**src/rtl/trivium_keygen.sv**
```systemverilog
// Trivium keystream generator feeding a byte FIFO.
// Loads key/IV, discards WARMUP rounds, then packs keystream into bytes.
//
// Ports:
//   clk, rst     clock, asynchronous active-low reset
//   start        begin a run (sampled only while idle)
//   stop         abort the run on the next edge, from any state
//   key, iv      80-bit key and IV (K_i = key[i-1], IV_i = iv[i-1])
//   len          byte count to produce, 0 = run until stop
//   fifo_full    FIFO back-pressure
//   dout, write  keystream byte and FIFO write strobe
//   busy, done   run in progress / one-cycle completion pulse
module trivium_keygen #(
    parameter int WARMUP = 1152,
    parameter int LENW   = 16
) (
    input  logic            clk,
    input  logic            rst,
    input  logic            start,
    input  logic            stop,
    input  logic [79:0]     key,
    input  logic [79:0]     iv,
    input  logic [LENW-1:0] len,
    input  logic            fifo_full,
    output logic [7:0]      dout,
    output logic            write,
    output logic            busy,
    output logic            done
);

    localparam int WCW = (WARMUP > 1) ? $clog2(WARMUP) : 1;

    typedef enum logic [1:0] {
        S_IDLE,
        S_WARM,
        S_RUN
    } fsm_t;

    fsm_t fsm;
    fsm_t fsm_nx;

    // s_i lives at st[i-1]
    logic [287:0]    st;
    logic [287:0]    st_nx;
    logic [287:0]    st_init;
    logic [WCW-1:0]  wcnt;
    logic [LENW-1:0] bcnt;
    logic [LENW-1:0] len_q;
    logic [2:0]      bitcnt;
    logic [7:0]      pack;
    logic [7:0]      pack_nx;
    logic            pend;

    logic t1;
    logic t2;
    logic t3;
    logic z;
    logic n1;
    logic n2;
    logic n3;

    logic advance;
    logic last_byte;
    logic load;
    logic done_nx;

    // One Trivium round over the current state.
    always_comb begin
        t1 = st[65] ^ st[92];
        t2 = st[161] ^ st[176];
        t3 = st[242] ^ st[287];
        z  = t1 ^ t2 ^ t3;
        n1 = t1 ^ (st[90] & st[91]) ^ st[170];
        n2 = t2 ^ (st[174] & st[175]) ^ st[263];
        n3 = t3 ^ (st[285] & st[286]) ^ st[68];
        st_nx = {st[286:177], n2,
                 st[175:93], n1,
                 st[91:0], n3};
    end

    assign st_init = {3'b111, 108'd0, 4'd0, iv, 13'd0, key};

    always_comb begin
        pack_nx         = pack;
        pack_nx[bitcnt] = z;
    end

    // A full FIFO only freezes the generator when a byte is waiting.
    assign write     = pend & ~fifo_full;
    assign advance   = ~(pend & fifo_full);
    assign last_byte = write && (len_q != '0) &&
                       (bcnt + LENW'(1) == len_q);
    assign busy      = (fsm != S_IDLE);

    always_ff @(posedge clk or negedge rst) begin
        if (!rst) begin
            fsm <= S_IDLE;
        end else begin
            fsm <= fsm_nx;
        end
    end

    always_comb begin
        fsm_nx  = fsm;
        load    = 1'b0;
        done_nx = 1'b0;
        unique case (fsm)
            S_IDLE: begin
                if (!stop && start) begin
                    fsm_nx = S_WARM;
                    load   = 1'b1;
                end
            end
            S_WARM: begin
                if (stop) begin
                    fsm_nx = S_IDLE;
                end else if (wcnt == WCW'(WARMUP - 1)) begin
                    fsm_nx = S_RUN;
                end
            end
            S_RUN: begin
                if (stop) begin
                    fsm_nx = S_IDLE;
                end else if (last_byte) begin
                    fsm_nx  = S_IDLE;
                    done_nx = 1'b1;
                end
            end
            default: begin
                fsm_nx = S_IDLE;
            end
        endcase
    end

    always_ff @(posedge clk or negedge rst) begin
        if (!rst) begin
            st     <= '0;
            wcnt   <= '0;
            bcnt   <= '0;
            len_q  <= '0;
            bitcnt <= '0;
            pack   <= '0;
            pend   <= 1'b0;
            dout   <= '0;
            done   <= 1'b0;
        end else begin
            done <= done_nx;
            if (load) begin
                st     <= st_init;
                len_q  <= len;
                wcnt   <= '0;
                bcnt   <= '0;
                bitcnt <= '0;
                pack   <= '0;
                pend   <= 1'b0;
            end else if (fsm_nx == S_IDLE) begin
                // Partial bytes and any unsent byte are dropped.
                pend   <= 1'b0;
                bitcnt <= '0;
                pack   <= '0;
            end else if (fsm == S_WARM) begin
                st   <= st_nx;
                wcnt <= wcnt + WCW'(1);
            end else if (fsm == S_RUN) begin
                if (write) begin
                    bcnt <= bcnt + LENW'(1);
                    pend <= 1'b0;
                end
                if (advance) begin
                    st     <= st_nx;
                    bitcnt <= bitcnt + 3'd1;
                    if (bitcnt == 3'd7) begin
                        dout <= pack_nx;
                        pack <= '0;
                        pend <= 1'b1;
                    end else begin
                        pack <= pack_nx;
                    end
                end
            end
        end
    end

endmodule

```
**config.mk**
```make
export PLATFORM = sky130hd
export DESIGN_NAME = trivium_keygen
export DESIGN_NICKNAME = d
export VERILOG_FILES = /design/src/rtl/trivium_keygen.sv
export SDC_FILE = /design/constraint.sdc
export NUM_CORES = 1
export LEC_CHECK = 0
export BUFFER_PORTS_ARGS = -buffer_cell sky130_fd_sc_hd__buf_2
export CELL_PAD_IN_SITES_DETAIL_PLACEMENT = 1
export CELL_PAD_IN_SITES_GLOBAL_PLACEMENT = 2
export CORE_ASPECT_RATIO = 1.25
export CORE_UTILIZATION = 38
export DETAILED_ROUTE_END_ITERATION = 10
export PLACE_DENSITY_LB_ADDON = 0.1
export SKIP_CTS_REPAIR_TIMING = 1
export SLEW_MARGIN = 10
export SYNTH_ARGS = -nofsm -noshare
export SYNTH_HDL_FRONTEND = slang
export SYNTH_SLANG_ARGS = --single-unit
```
**constraint.sdc**
```tcl
create_clock -name clk -period 4.5 [get_ports clk]
set_input_delay 0.225 -clock clk [delete_from_list [all_inputs] [get_ports clk]]
set_output_delay 0.225 -clock clk [all_outputs]
set_load 0.005 [all_outputs]
```
==> results.toml <==
[status]
status = "finished, violations left"
failed_checks = "negative hold slack"

[power_and_ir_drop]
clkPwrFrac_pct = 33.1
comb_power_share_pct = 22.7
pwr_density_cell_nw_per_um2 = 476
irDropWorstVdd_v = 0.000249
sw_frac_of_total_pct = 28.4
switchingPower_mw = 2.85
internal_power_mw = 7.18
seq_power_share_pct = 44.3
total_leakage_power_nw = 10.2

[timing]
setup_ws_ps = 805
holdWs_ps = -11.3
skew_ps = 17.0
slew_headroom_pct = 39.3
tns_ps = 0
setup_viol = 0
timing_worst_slew_pin_value_ps = 910
period_needed_ps = 3690
finalHoldViolCount = 29
fmax_mhz = 271
finalCritPeriodShare_pct = 82.1
rsz0062_at_grt = "no"
slew_viol_final = 0

[placed_design]
place_ws_ps = 789
port_buffers = 191
hpwl_um = 26100
gp_congestion = 0.791
placed_cell_area_um2 = 19100

[route]
routed_wl_um = 44400
vias_per_cell = 5.22
drcViolationCount = 0
drtPass1Iterations = 6
wl_per_cell_um = 17.3
via_count = 13386
dr.first_iter.drc_count = 601
ant_nets = 0

[layout]
fillers = 5115
multiInputGateArea_um2 = 8200
drive_gt1_share_pct = 23.0
syn2layout_area_growth_pct = 19.2
utilization_pct = 45.8
seq_area_um2 = 8860
fin_nets = 2129
postLayoutCellArea_um2 = 21100

[die]
dieArea_um2 = 47400
num_io_pins = 192
row_count = 88
die_x_um = 195
initial_utilization_pct = 38.4
die_h_um = 243
design.core.area_um2 = 46000

[clocking]
cts_root_buf = "clkbuf_16"
cts_buffers = 41
cts_max_level = 2
cts_tree = "yes"
cts_buffer_depth = 3
clkSlewWorstSetupHoldPaths_ps = 60
clk_latency_ps = 560
cts.sinks = 354

[global_route]
grt_pass1_wl_um = 75000
grtUsageTotal_pct = 19.1
antenna_found_initial = 6
grt_max_degree = 183
grt_overflow = 0
grt_pass1_vias = 14325

[worst_setup_path]
path_class = "reg -> reg"
worstSetupStartpointType = "register"
worstPathRequired_ps = 4940
crit_path_frequent_cell = "a211o_1"
slowest_stage = "buf_12"
path_buf_inv = 1
slowest_delay_ps = 460
crit_family = "compound AO/OA/AOI/OAI gates"
crit_fanout = 82
worstPathArrival_ps = 4130
worstPathCellList = "ha_1 > and3_1 > a211o_1 > a31o_2 > a21boi_0 > nor4b_1 > a211o_1 > a211oi_4 > buf_12 > mux2_2"
endpoint_kind = "register"

[yosys]
synth_fp_nets = 1945
syn_area_per_cell_um2 = 10.1
synth.ff_latch_count = 354
syn-cell-area_um2 = 17700
ys_seq_area_share_pct = 50.1
synth_top_area_share_pct = 50.1
synth_top_flop_cell = "dfrtp_1"
synthCells = 1760
yosys.area.top_type = "dfrtp_1"
async_flop_share_pct = 100
synth_edf_count = 0
yosysMostFrequentCell = "nand2_1"
yosysUniqueCellTypes = 58
synth_commonest_cells = "nand2_1 (563), dfrtp_1 (354), nor3b_1 (130)"
synthTopCellsByArea = "dfrtp_1 (50%), nand2_1 (12%), mux2_2 (6.5%)"
yosys_warnings = 0

[job]
cap_violations = 0

[min_path]
holdCritPathClass = "in -> reg"
## cell families after synthesis
kind of cell | after synthesis | synth area share (%)
adders and majority gates | 4 | 0.283
DFF | 354 | 50.1
muxes | 171 | 12.3
buffers and inverters | 149 | 3.83
AOI/OAI and AO/OA | 232 | 10.1
xor gates and xnor gates | 37 | 1.91
and+or+nand+nor | 813 | 21.5
## path summary, 6_finish.rpt
check / start / endpoint / slack, ps / depth (start not counted)
min reg2reg: wcnt[10]$_DFFE_PN0P_ / wcnt[10]$_DFFE_PN0P_ / 490 / 1
max reg2reg: bcnt[0]$_DFFE_PN0P_ / st[97]$_DFFE_PN0P_ / 810 / 10
max: bcnt[0]$_DFFE_PN0P_ / st[97]$_DFFE_PN0P_ / 810 / 10
max in group asynchronous: rst / st[20]$_DFFE_PN0P_ / 2980 / 3
min: key[49] / st[49]$_DFFE_PN0P_ / -10 / 4
min in group asynchronous: rst / len_q[5]$_DFFE_PN0P_ / 300 / 2
## placed cells by master (no fill, tap or decap), types with 4 or more instances in the layout
master | synthesis | routed
inv_1 | 12 | 12
clkbuf_1 | 94 | 13
mux2_4 | 67 | 67
and2_1 | 4 | 4
clkinv_2 | 0 | 8
nor3b_1 | 130 | 129
o21ai_0 | 40 | 40
a22o_1 | 127 | 127
nor2b_1 | 6 | 6
nand2b_1 | 4 | 4
nor3_1 | 5 | 5
buf_2 | 26 | 189
buf_4 | 5 | 10
nor2_1 | 32 | 32
mux2_2 | 102 | 102
ha_1 | 4 | 4
a221o_1 | 7 | 7
a31oi_1 | 4 | 4
xnor2_1 | 28 | 28
and4_1 | 4 | 4
nor4_1 | 6 | 6
o22ai_1 | 9 | 8
dfrtp_1 | 354 | 354
and3_1 | 17 | 17
a211o_1 | 5 | 4
nand4_1 | 11 | 11
buf_12 | 0 | 10
clkbuf_16 | 0 | 42
xor2_1 | 8 | 8
a21oi_1 | 19 | 18
nand2_1 | 563 | 563
nand3_1 | 14 | 14
clkbuf_8 | 0 | 10
dlygate4sd3_1 | 0 | 68
## stage by stage
stage / total power [mW] / std cells
floorplan: 6.12 / 1760
global placement: 6.65 / 2418
detailed placement: 6.75 / 2418
CTS: 10.2 / 2493
global route: 10.7 / 2562
finish: 10.0 / 2563
## registers in the layout (all words and copies together) (netlist names)
signal,cells
fsm,2
pack,8
done,1
pend,1
st,288
dout,8
bitcnt,3
bcnt,16
len_q,16
wcnt,11
## worst reg2reg max path, stage by stage, from the launching register on
cell	delay, ps
dfrtp_1	450
ha_1	330
and3_1	300
a211o_1	300
a31o_2	200
a21boi_0	120
nor4b_1	180
a211o_1	370
a211oi_4	360
buf_12	460
mux2_2	530
## layer usage
metal  GRT usage, %  routed length, um  vias up
met1           26.3              21400     6709
met2           30.1              20300      203
met5              0                 50        -
li1               -                  -     6408
met4           5.47                804        8
met3           4.27               1850       58
## cell type report
cell class | count | share of cell area [%]
Antenna cell | 2 | 0.0237
Clock buffer | 65 | 5.87
Clock inverter | 10 | 0.410
Inverter | 12 | 0.214
Multi-Input combinational cell | 1257 | 38.9
Sequential cell | 354 | 42.0
Tap cell | 585 | 3.47
Timing Repair Buffer | 278 | 9.09
## power by group through the flow
stage | registers [mW] | logic, mW | clock network [mW]
6_report | 4.44 | 2.27 | 3.32
3_3_place_gp | 4.46 | 2.19 | 0
4_1_cts | 4.45 | 2.28 | 3.45
3_5_place_dp | 4.48 | 2.27 | 0
2_1_floorplan | 4.33 | 1.78 | 0
5_1_grt | 4.55 | 2.58 | 3.56
Note: power is estimated with default switching activity, not from simulation.
